===== src/rtl/elink_trig_sum_scheduler.sv =====
// Captures one peak per channel into a one-deep slot and drains the slots onto a shared
// valid/ready link with round-robin arbitration, tagging each word with channel and window id.
module elink_trig_sum_scheduler #(
    parameter int unsigned NUM_CH      = 4,
    parameter int unsigned MULTISAMPLE = 8,
    parameter int unsigned DATA_W      = 13,
    parameter int unsigned THRESH      = 1,
    localparam int unsigned CH_W       = (NUM_CH > 1) ? $clog2(NUM_CH) : 1
) (
    input  logic                     clk_i,
    input  logic                     rst_i,
    input  logic                     enable_i,
    input  logic [NUM_CH*DATA_W-1:0] sum_in_i,
    input  logic                     clear_ovf_i,
    input  logic                     out_ready_i,
    output logic                     out_valid_o,
    output logic [DATA_W-1:0]        out_data_o,
    output logic [CH_W-1:0]          out_ch_o,
    output logic [7:0]               out_win_o,
    output logic [NUM_CH-1:0]        ovf_o,
    output logic [7:0]               drop_cnt_o,
    output logic                     busy_o
);

    localparam int unsigned PH_W = (MULTISAMPLE > 1) ? $clog2(MULTISAMPLE) : 1;
    localparam logic [PH_W-1:0] PhaseLast = PH_W'(MULTISAMPLE - 1);
    localparam logic [DATA_W-1:0] ThreshW = DATA_W'(THRESH);
    localparam logic [CH_W-1:0] RrReset = CH_W'(NUM_CH - 1);

    typedef enum logic [0:0] {StIdle, StSend} state_e;

    state_e state_q, state_d;

    logic [PH_W-1:0]   win_phase_q, win_phase_d;
    logic [7:0]        window_id_q, window_id_d;
    logic [CH_W-1:0]   rr_q, rr_d;

    logic [NUM_CH-1:0] pend_q, pend_d;
    logic [DATA_W-1:0] pend_data_q [NUM_CH];
    logic [7:0]        pend_win_q  [NUM_CH];

    logic [DATA_W-1:0] out_data_q;
    logic [CH_W-1:0]   out_ch_q;
    logic [7:0]        out_win_q;
    logic [NUM_CH-1:0] ovf_q, ovf_d;
    logic [7:0]        drop_cnt_q, drop_cnt_d;

    logic              out_valid;
    logic              load_out;
    logic              gnt_found;
    logic [CH_W-1:0]   gnt_idx;
    logic [CH_W-1:0]   cand_ch;
    logic [NUM_CH-1:0] gnt_vec;
    logic [NUM_CH-1:0] hit;
    logic [NUM_CH-1:0] capture;
    logic [NUM_CH-1:0] drop;
    logic [7:0]        ndrop;
    logic [8:0]        drop_sum;
    logic [DATA_W-1:0] sum_ch [NUM_CH];

    // ---------------- window counters ----------------
    always_comb begin
        win_phase_d = win_phase_q + PH_W'(1);
        window_id_d = window_id_q;
        if (win_phase_q == PhaseLast) begin
            win_phase_d = '0;
            window_id_d = window_id_q + 8'd1;
        end
    end

    // ---------------- hit detection ----------------
    always_comb begin
        for (int unsigned i = 0; i < NUM_CH; i++) begin
            sum_ch[i] = sum_in_i[i*DATA_W +: DATA_W];
            hit[i]    = enable_i && (sum_ch[i] != '0) && (sum_ch[i] >= ThreshW);
        end
    end

    // ---------------- round-robin grant ----------------
    always_comb begin
        gnt_found = 1'b0;
        gnt_idx   = '0;
        cand_ch   = '0;
        for (int unsigned k = 1; k <= NUM_CH; k++) begin
            cand_ch = CH_W'((32'(rr_q) + k) % NUM_CH);
            if (!gnt_found && pend_q[cand_ch]) begin
                gnt_found = 1'b1;
                gnt_idx   = cand_ch;
            end
        end
        load_out = (!out_valid || out_ready_i) && gnt_found;
        gnt_vec  = '0;
        if (load_out) begin
            gnt_vec[gnt_idx] = 1'b1;
        end
        rr_d = load_out ? gnt_idx : rr_q;
    end

    // ---------------- slot capture / drop ----------------
    // A slot being granted this cycle is free for a new capture at the same edge.
    always_comb begin
        ndrop = '0;
        for (int unsigned i = 0; i < NUM_CH; i++) begin
            capture[i] = hit[i] && (!pend_q[i] || gnt_vec[i]);
            drop[i]    = hit[i] && pend_q[i] && !gnt_vec[i];
            pend_d[i]  = capture[i] || (pend_q[i] && !gnt_vec[i]);
            ndrop      = ndrop + 8'(drop[i]);
        end
    end

    // ---------------- overflow flags and saturating drop counter ----------------
    always_comb begin
        ovf_d      = (clear_ovf_i ? '0 : ovf_q) | drop;
        drop_sum   = {1'b0, (clear_ovf_i ? 8'd0 : drop_cnt_q)} + {1'b0, ndrop};
        drop_cnt_d = drop_sum[8] ? 8'hff : drop_sum[7:0];
    end

    // ---------------- control FSM ----------------
    always_ff @(posedge clk_i) begin
        if (rst_i) begin
            state_q <= StIdle;
        end else begin
            state_q <= state_d;
        end
    end

    always_comb begin
        state_d = state_q;
        unique case (state_q)
            StIdle: if (|pend_q) state_d = StSend;
            StSend: if (out_ready_i && !(|pend_q)) state_d = StIdle;
            default: state_d = StIdle;
        endcase
    end

    always_comb begin
        out_valid = (state_q == StSend);
    end

    // ---------------- state registers ----------------
    always_ff @(posedge clk_i) begin
        if (rst_i) begin
            win_phase_q <= '0;
            window_id_q <= '0;
            rr_q        <= RrReset;
            pend_q      <= '0;
            ovf_q       <= '0;
            drop_cnt_q  <= '0;
            out_data_q  <= '0;
            out_ch_q    <= '0;
            out_win_q   <= '0;
            for (int unsigned i = 0; i < NUM_CH; i++) begin
                pend_data_q[i] <= '0;
                pend_win_q[i]  <= '0;
            end
        end else begin
            win_phase_q <= win_phase_d;
            window_id_q <= window_id_d;
            rr_q        <= rr_d;
            pend_q      <= pend_d;
            ovf_q       <= ovf_d;
            drop_cnt_q  <= drop_cnt_d;
            if (load_out) begin
                out_data_q <= pend_data_q[gnt_idx];
                out_ch_q   <= gnt_idx;
                out_win_q  <= pend_win_q[gnt_idx];
            end
            for (int unsigned i = 0; i < NUM_CH; i++) begin
                if (capture[i]) begin
                    pend_data_q[i] <= sum_ch[i];
                    pend_win_q[i]  <= window_id_q;
                end
            end
        end
    end

    assign out_valid_o = out_valid;
    assign out_data_o  = out_data_q;
    assign out_ch_o    = out_ch_q;
    assign out_win_o   = out_win_q;
    assign ovf_o       = ovf_q;
    assign drop_cnt_o  = drop_cnt_q;
    assign busy_o      = (|pend_q) || out_valid;

endmodule

===== config.mk =====
export PLATFORM = sky130hd
export DESIGN_NAME = elink_trig_sum_scheduler
export DESIGN_NICKNAME = d
export VERILOG_FILES = /design/src/rtl/elink_trig_sum_scheduler.sv
export SDC_FILE = /design/constraint.sdc
export NUM_CORES = 1
export LEC_CHECK = 0
export CORE_UTILIZATION = 30
export CTS_CLUSTER_SIZE = 10
export DETAILED_ROUTE_END_ITERATION = 10
export HOLD_SLACK_MARGIN = 0.12
export MAX_ROUTING_LAYER = met4
export PLACE_DENSITY = 0.53
export SLEW_MARGIN = 20
export SYNTH_ARGS = -nofsm -noshare
export SYNTH_HDL_FRONTEND = slang
export SYNTH_SLANG_ARGS = --single-unit

===== constraint.sdc =====
create_clock -name clk_i -period 9.2 [get_ports clk_i]
set_input_delay 1.84 -clock clk_i [delete_from_list [all_inputs] [get_ports clk_i]]
set_output_delay 1.84 -clock clk_i [all_outputs]
set_load 0.03 [all_outputs]

After elaboration in Yosys (flattened, before gate mapping) --
Memory sizes are Yosys's and may differ from the RTL's. A register that Yosys moved wholly into a read port is not among the register bits. Index checks and enable logic that the tools add are counted.
Storage, ports and cells: output and inout port bits 37, memories 2, bits in registers 32, logic and storage cells 147, memory bits (writable) 84, input bits 57
Memories:
- pend_data_q | depth 4, width 13, rd ports 1, clocked after Yosys merged registers in 1, write ports 4, line 39 | logic [DATA_W-1:0] pend_data_q [NUM_CH];
- pend_win_q | depth 4, width 8, rd ports 1, clocked after Yosys merged registers in 1, write ports 4, line 40 | logic [7:0] pend_win_q [NUM_CH];
Operators by class: bitwise operators 10, equal/unequal tests 1, order comparisons 10, add/sub/neg operators 10, multiplexer cells 47, reductions and logical operators 59
Operators by type and width (number):
- 13-bit by 1-bit greater-or-equal comparator with 1-bit output, second input constant | 4
- 13-bit two-way mux | 4
- 13-bit nonzero test | 4
- 8-bit two-way mux | 6
- 1-bit logical AND | 30
- 1-bit two-way mux | 25
- 2-bit by 3-bit less-than comparator with 1-bit output, second input constant | 5
- 1-bit logical NOT | 13
- 1-bit logical OR | 10
- 8-bit by 4-bit adder with 9-bit output | 1
- 8-bit by 1-bit adder with 8-bit output, second input constant | 1
- 1-bit binary-select mux with 2-bit select | 4
- 2-bit two-way mux | 4
- 4-bit two-way mux | 2
- 1-bit bitwise OR | 8
- 2-bit by 1-bit adder with 2-bit output, second input constant | 2
- 2-bit adder, second input constant | 2
- 3-bit by 1-bit adder with 4-bit output | 1
- 4-bit bitwise OR | 1
- 4-bit OR reduction | 1
- 2-bit by 1-bit adder with 3-bit output | 1
- 3-bit by 1-bit adder with 3-bit output, second input constant | 1
- 3-bit equality test, second input constant | 1
- 1-bit by 1-bit adder with 2-bit output | 1
- 5 further kinds | 5

Logic depth before layout (Yosys ltp) --
Gate-level depths: netlist of run 1.
depth in word-level cells 25, mapped depth 16, mapped depth without buffers 14

Worst setup path after synthesis of run 1 --
OpenSTA, ideal clock, no wires.
path kind input -> register, start input sum_in_i[46], end register drop_cnt_q[5], in the netlist drop_cnt_o[5], data arrival time 4894 ps, required time 9135 ps, slack 4241 ps, path buffers 2, library setup time 65 ps, cell stages on the path 15, path through nor4_1 -> nand4_1 -> nand2_1 -> clkbuf_1 -> nor2_1 -> fa_1 -> inv_1 -> fa_1 -> inv_1 -> fa_1 -> nand3_1 -> or3_1 -> clkbuf_1 -> o21a_1 -> nor2_1
Between the ends: word-level cells in the longest chain between the ends 8, elaborated cells between the ends (all ways) 9, classes of those cells 2 x add/sub; 1 x order compare; 1 x mux; 5 x reduce/logical
Ends and longest elaborated chain:
- start: declaration | line 13 | input logic [NUM_CH*DATA_W-1:0] sum_in_i,
- branches (longest 2 deep; another with 13-bit by 1-bit greater-or-equal comparator with 1-bit output)
- 1-bit logical AND * | line 75 | hit[i] = enable_i && (sum_ch[i] != '0) && (sum_ch[i] >= ThreshW);
- 1-bit logical AND * (2 in a row) | line 105 | drop[i] = hit[i] && pend_q[i] && !gnt_vec[i];
- 3-bit by 1-bit adder with 4-bit output * | line 107 | ndrop = ndrop + 8'(drop[i]);
- 8-bit by 4-bit adder with 9-bit output * | line 114 | drop_sum = {1'b0, (clear_ovf_i ? 8'd0 : drop_cnt_q)} + {1'b0, ndrop};
- 8-bit two-way mux * | line 115 | drop_cnt_d = drop_sum[8] ? 8'hff : drop_sum[7:0];
- end signal: assignment | line 162 | drop_cnt_q <= drop_cnt_d;
- end: declaration | line 46 | logic [7:0] drop_cnt_q, drop_cnt_d;
Every way passes the cells marked *. A chain may end at the register's enable or synchronous reset.

Final worst setup path of run 1 --
start input sum_in_i[0], end register drop_cnt_q[5], in the netlist drop_cnt_o[5]
Between the ends: word-level cells in the longest chain between the ends 10, elaborated cells between the ends (all ways) 11, classes of those cells 4 x add/sub; 1 x order compare; 1 x mux; 5 x reduce/logical
Ends and longest elaborated chain (line):
- branches (longest 2 deep; another with 13-bit by 1-bit greater-or-equal comparator with 1-bit output)
- 1-bit logical AND * | 75
- 1-bit logical AND * (2 in a row) | 105
- 1-bit by 1-bit adder with 2-bit output * | 107
- 2-bit by 1-bit adder with 3-bit output * | 107
- 3-bit by 1-bit adder with 4-bit output * | 107
- 8-bit by 4-bit adder with 9-bit output * | 114
- 8-bit two-way mux * | 115
Marks and branches as above.

==> impl_table.tex, run 1 <==
\begin{tabular}{lr}
\hline
Metric & Value \\
\hline
\multicolumn{2}{l}{\textbf{Logic synthesis}} \\
Post-synthesis register bit count & 137 \\
Yosys warning total & 0 \\
Area leader, netlist & edfxtp\_1 \\
Synth unique cells & 49 \\
Per-instance average area after synthesis & 11.15 µm² \\
EDFF count, synth & 84 \\
Area of the mapped netlist & 6576 µm² \\
Synth Instances & 590 \\
Total nets after synthesis & 654 \\
Largest cells by area after synthesis & edfxtp\_1 (38\%), dfxtp\_1 (16\%), nor4b\_2 (5.0\%) \\
Proportion of synthesized chip area in sequential cells & 54.49\% \\
Main synth FF type & edfxtp\_1 \\
Proportion of netlist area held by the largest area contributor & 38.36\% \\
Proportion of register bits with asynchronous set or reset after synthesis & 0\% \\
\multicolumn{2}{l}{\textbf{Floorplanning}} \\
Std-Cell Core Area & 21290 µm² \\
Horizontal die dimension & 150.1 µm \\
Site row count & 53 \\
Initial standard-cell utilization of the core & 30.89\% \\
Vertical die dimension & 150.1 µm \\
DIE AREA & 22520 µm² \\
Io pins & 94 \\
\multicolumn{2}{l}{\textbf{Route}} \\
Routed length per instance & 19.26 µm \\
Total wire length after detailed routing & 18300 µm \\
First-pass DRT Iterations & 5 \\
Via count of the routed design & 5021 \\
DRC Markers & 0 \\
Number of vias per cell & 5.285 \\
Iteration-0 DRC Markers & 322 \\
Antenna-violating nets left & 0 \\
\multicolumn{2}{l}{\textbf{STA}} \\
Setup WS post-layout & 3.830 ns \\
Final clock skew & 0.008202 ns \\
Final critical delay including setup and external delays & 5.370 ns \\
Part of the cycle the worst path needs & 58.37\% \\
Actual transition at the worst max-transition pin & 0.9416 ns \\
Maximum frequency from static timing analysis & 186.2 MHz \\
RSZ-0062 raised after global routing & no \\
Rel. slew slack & 37.23\% \\
Number of setup violations in the final report & 0 \\
Final number of max-transition violations & 0 \\
Final hold vios & 0 \\
Post-route setup TNS & 0 ns \\
\multicolumn{2}{l}{\textbf{Power}} \\
Sw Ratio & 27.65\% \\
Cell Pwr Density & 195.6 nW/µm² \\
Clock Power Share & 36.8\% \\
Sum of internal, switching and leakage power & 1.611 mW \\
Leakage Power & 2.851 nW \\
Net Sw Power & 0.4454 mW \\
Portion of total power attributed to combinational logic & 17.9\% \\
Worst-case vdd ir drop & 113.6 µV \\
Relative contribution of sequential cells to total power & 45.2\% \\
P\_int & 1.165 mW \\
\multicolumn{2}{l}{\textbf{Global routing}} \\
Total track usage & 17.50\% \\
Global-route wire length before repair & 28590 µm \\
Number of antenna violations at the first check in global routing & 0 \\
Number of global-route vias before repair & 4985 \\
Residual overflow from global routing & 0 \\
Pin count of the biggest net entering global routing & 59 \\
\multicolumn{2}{l}{\textbf{Final layout}} \\
Share of final-layout standard cells stronger than drive strength 1 & 10.07\% \\
Leading cell types in the layout, fill and taps excluded & clkdlybuf4s50\_1 (92), edfxtp\_1 (84), dfxtp\_1 (53) \\
Number of fill cells & 2049 \\
Final Core Density & 38.69\% \\
Area Overhead vs Synth & 25.23\% \\
Number of non-filler instances in the completed layout & 950 \\
Final \#Nets & 726 \\
Number of diodes & 0 \\
Multi-input gate area & 2689 µm² \\
Most common cell after layout, fill and taps aside & clkdlybuf4s50\_1 \\
Area taken by flip-flops and latches & 3583 µm² \\
\multicolumn{2}{l}{\textbf{Clock tree}} \\
Worst-Skew Late Latency & 0.42 ns \\
Maximum clock path buffer count & 2 \\
Clock transition at the registers of the reported paths & 0.05 ns \\
H-tree levels & 4 \\
Number of buffers inserted by hold repair at cts & 0 \\
Number of clock sinks seen by CTS & 137 \\
Root Driver & clkbuf\_16 \\
Number of buffers inserted to repair setup after CTS & 0 \\
TritonCTS clock tree & done \\
Number of gates resized after cts & 0 \\
TritonCTS buffer count & 17 \\
\multicolumn{2}{l}{\textbf{Place}} \\
Port Buffer Count & 93 \\
DPL Wire Length & 12380 µm \\
Worst-case setup slack after placement & 3.459 ns \\
Post-Place Cells & 918 \\
Placer Congestion & 0.8299 \\
\multicolumn{2}{l}{\textbf{Critical path}} \\
Crit. End Element & flip-flop \\
Endpoint required time on the critical path & 9.55 ns \\
Startpoint type of the worst setup path & input port \\
Arr. time, crit path & 5.72 ns \\
Crit path max fanout & 25 \\
CP Class & input port to flip-flop \\
\multicolumn{2}{l}{\textbf{Hold path}} \\
Hold/Removal Path Class & flip-flop to flip-flop \\
\multicolumn{2}{l}{\textbf{Run}} \\
Maxcap violations & 0 \\
\multicolumn{2}{l}{\textbf{Status}} \\
Outcome & complete, no violations \\
\hline
\end{tabular}
==> sequential cells by signal (all words and copies together), names as in the netlist, 3 cells and up <==
signal,flops
pend_data_q,52
pend_win_q,32
out_data_o,13
drop_cnt_o,8
out_win_o,8
window_id_q,8
ovf_o,4
pend_q,4
win_phase_q,3
==> synthesized netlist by cell type (2+ instances only) <==
library cell	instances
xnor2_1	3
dfxtp_1	53
and3_1	3
nor4b_2	22
a31oi_1	21
and4_1	21
nor4_1	9
o21ai_1	4
nor3b_1	2
nand4_1	7
clkbuf_1	38
o21ai_0	23
or3b_2	3
buf_6	2
nor2b_1	4
nand2b_1	16
buf_1	2
mux2i_1	22
ha_1	4
nor3_1	38
o31ai_1	6
o211ai_1	22
a21oi_1	16
xor2_1	5
fa_1	3
and2_1	2
nor4b_1	30
inv_1	24
or3_1	4
nor2_1	22
buf_2	11
o21a_1	3
nand2_1	37
edfxtp_1	84
nand3_1	5
o31a_1	2
o21bai_1	5
==> metal layers <==
metal	share of wire [%]	vias to the layer above	global-route usage (%)
li1	-	2384	-
met2	45	165	25.14
met4	2.0	0	5.758
met3	6.4	26	4.299
met5	0	-	-
met1	47	2446	23.93
==> critical path, cell delays in order <==
cell	delay [ns]
clkdlybuf4s50_1	0.46
nor4_1	0.58
nand4_1	0.15
nand2_1	0.10
buf_4	0.29
nor2_1	0.11
fa_1	0.51
inv_1	0.05
fa_1	0.44
inv_1	0.09
fa_1	0.24
nand3_1	0.14
or3_1	0.47
o21a_1	0.14
nor2_1	0.08
==> layout make-up <==
cell class,count,area share (%)
Sequential cell,137,43.51
Multi-Input combinational cell,375,32.65
Timing Repair Buffer,107,12.55
Clock buffer,27,5.743
Tap cell,275,4.178
Inverter,24,1.094
Clock inverter,5,0.2735
==> final timing paths <==
check / from / to / slack (ns) / depth (start not counted)
worst min register to register: win_phase_q[0] / win_phase_q[0] / 0.43 / 1
worst min-delay path: win_phase_q[0] / win_phase_q[0] / 0.43 / 1
worst max register to register: pend_q[1] / drop_cnt_o[5] / 5.20 / 15
worst max-delay path: sum_in_i[0] / drop_cnt_o[5] / 3.83 / 15
==> power groups by stage <==
stage                     logic, mW  registers (mW)  clock network, mW
after CTS                     0.289           0.730              0.603
after floorplan               0.147           0.766                  0
after global placement        0.286           0.741                  0
final                         0.289           0.729              0.593
after detailed placement      0.287           0.741                  0
after global routing          0.312           0.734              0.631
==> per-stage QoR <==
stage	area (µm²)	hold WS, ns
6_report	8235	0.4253
2_1_floorplan	6576	0.4043
3_3_place_gp	7726	0.4120
3_5_place_dp	7727	0.4212
5_1_grt	8235	0.4461
4_1_cts	8223	0.4295
==> kinds of logic after synthesis <==
group                    after synthesis  synth area share, %
AO/OA/AOI/OAI                        109                10.60
XOR/XNOR                               8                1.065
adder cells (fa/ha/maj)                7                1.674
buffers and inverters                 78                4.947
flip-flops                           137                54.49
multiplexers                          22                3.349
AND/OR/NAND/NOR                      229                23.88
Note: power is estimated with default switching activity, not from simulation.
==> inputs of run 2 (changes only) <==
==> constraint.sdc (replaced) <==
create_clock -name clk_i -period 5.2 [get_ports clk_i]
set_input_delay 1.04 -clock clk_i [delete_from_list [all_inputs] [get_ports clk_i]]
set_output_delay 1.04 -clock clk_i [all_outputs]
set_load 0.03 [all_outputs]
==> run 2 against run 1 <==
Global-route usage is 0.090 points lower; register-to-register slack worse by 4.0 ns; final cell count is 0.42% higher; critical endpoint unchanged; core utilization is 0.54 points higher.
==> impl_table.tex, run 2 (synthesis results as in run 1) <==
\begin{tabular}{lr}
\hline
Metric & Value \\
\hline
\multicolumn{2}{l}{\textbf{Status}} \\
Outcome & complete, no violations \\
\multicolumn{2}{l}{\textbf{Place}} \\
Post-Place Cells & 922 \\
Worst-case setup slack after placement & 0.5151 ns \\
Port Buffer Count & 93 \\
Dpl cell area & 7756 µm² \\
Placer Congestion & 0.8077 \\
DPL Wire Length & 12310 µm \\
\multicolumn{2}{l}{\textbf{Clock tree}} \\
Worst-Skew Late Latency & 0.42 ns \\
TritonCTS buffer count & 17 \\
Clock transition at the registers of the reported paths & 0.06 ns \\
Number of gates resized after cts & 0 \\
Number of buffers inserted by hold repair at cts & 0 \\
TritonCTS clock tree & done \\
Number of buffers inserted to repair setup after CTS & 0 \\
Maximum clock path buffer count & 2 \\
Root Driver & clkbuf\_16 \\
Number of clock sinks seen by CTS & 137 \\
H-tree levels & 4 \\
\multicolumn{2}{l}{\textbf{Floorplanning}} \\
Horizontal die dimension & 150.1 µm \\
Vertical die dimension & 150.1 µm \\
Site row count & 53 \\
Initial standard-cell utilization of the core & 30.89\% \\
DIE AREA & 22520 µm² \\
Io pins & 94 \\
Std-Cell Core Area & 21290 µm² \\
\multicolumn{2}{l}{\textbf{Global routing}} \\
Total track usage & 17.41\% \\
Residual overflow from global routing & 0 \\
Number of antenna violations at the first check in global routing & 0 \\
Global-route wire length before repair & 28370 µm \\
Pin count of the biggest net entering global routing & 69 \\
Number of global-route vias before repair & 5037 \\
\multicolumn{2}{l}{\textbf{STA}} \\
Actual transition at the worst max-transition pin & 1.042 ns \\
Final clock skew & 0.005773 ns \\
Number of setup violations in the final report & 0 \\
Maximum frequency from static timing analysis & 236.0 MHz \\
Final number of max-transition violations & 0 \\
RSZ-0062 raised after global routing & no \\
Part of the cycle the worst path needs & 81.47\% \\
Final hold vios & 0 \\
Rel. slew slack & 30.45\% \\
Setup WS post-layout & 0.9634 ns \\
Final critical delay including setup and external delays & 4.237 ns \\
Post-route setup TNS & 0 ns \\
Final Hold Slack & 0.4255 ns \\
\multicolumn{2}{l}{\textbf{Critical path}} \\
CP Class & input port to flip-flop \\
Arr. time, crit path & 4.59 ns \\
Crit path max fanout & 6 \\
Endpoint required time on the critical path & 5.56 ns \\
Crit. End Element & flip-flop \\
Startpoint type of the worst setup path & input port \\
\multicolumn{2}{l}{\textbf{Final layout}} \\
Number of flip-flops under the largest register name & 52 \\
Number of diodes & 0 \\
Share of final-layout standard cells stronger than drive strength 1 & 12.08\% \\
Final Core Density & 39.23\% \\
Area Overhead vs Synth & 26.98\% \\
Final \#Nets & 730 \\
Most common cell after layout, fill and taps aside & clkdlybuf4s50\_1 \\
Leading cell types in the layout, fill and taps excluded & clkdlybuf4s50\_1 (92), edfxtp\_1 (84), dfxtp\_1 (53) \\
Number of non-filler instances in the completed layout & 954 \\
Fin area & 8351 µm² \\
Register name with the most flops & pend\_data\_q \\
\multicolumn{2}{l}{\textbf{Route}} \\
Via count of the routed design & 5002 \\
Number of vias per cell & 5.243 \\
Routed length per instance & 18.98 µm \\
Antenna-violating nets left & 0 \\
DRC Markers & 0 \\
First-pass DRT Iterations & 5 \\
Total wire length after detailed routing & 18110 µm \\
Iteration-0 DRC Markers & 225 \\
\multicolumn{2}{l}{\textbf{Hold path}} \\
Hold/Removal Path Class & flip-flop to flip-flop \\
\multicolumn{2}{l}{\textbf{Power}} \\
Leakage Power & 2.922 nW \\
Worst-case vdd ir drop & 218.1 µV \\
Cell Pwr Density & 356.7 nW/µm² \\
Sum of internal, switching and leakage power & 2.979 mW \\
\multicolumn{2}{l}{\textbf{Run}} \\
Maxcap violations & 0 \\
\hline
\end{tabular}
==> run 2: cell count changes in the layout (fill, tap and decap cells not counted), sizes merged <==
cell	change
buf	+4
inv	+1
clkinvlp	+1
clkinv	-2
==> run 2: final cells by class <==
type / instances / area (µm²)
Timing Repair Buffer: 111 / 1064
Sequential cell: 137 / 3583
Tap cell: 275 / 344.1
Clock buffer: 27 / 564.3
Clock inverter: 5 / 28.78
Fill cell: 2017 / 12940
Multi-Input combinational cell: 375 / 2676
Inverter: 24 / 90.09
==> run 2: routing by layer <==
layer	global-route usage, %	vias up	part of all wire [%]
met5	-	-	0
met4	4.798	0	1.2
met1	23.27	2410	47
met2	26.18	177	46
li1	-	2395	-
met3	4.146	20	6.2
==> run 2: path summary, 6_finish.rpt <==
kind                  startpoint        endpoint  slack (ns)  depth (start not counted)
setup / recovery     sum_in_i[0]   drop_cnt_o[5]        0.96                         14
hold / removal    win_phase_q[0]  win_phase_q[0]        0.43                          1
setup reg to reg       pend_q[1]   drop_cnt_o[5]        1.19                         15
hold reg to reg   win_phase_q[0]  win_phase_q[0]        0.43                          1
==> run 2: worst max-delay path, stage by stage <==
cell	delay, ns
clkdlybuf4s50_1	0.44
nor4_1	0.49
nand4_1	0.24
nand2_1	0.14
nor2_1	0.07
fa_1	0.52
inv_1	0.05
fa_1	0.43
inv_1	0.09
fa_1	0.23
nand3_1	0.16
or3_1	0.48
o21a_1	0.14
nor2_1	0.07
==> run 2: where the power goes <==
group,switching [mW],internal [mW],total (mW)
clock,0.440,0.738,1.18
sequential,0.0438,1.25,1.29
combinational,0.309,0.200,0.509
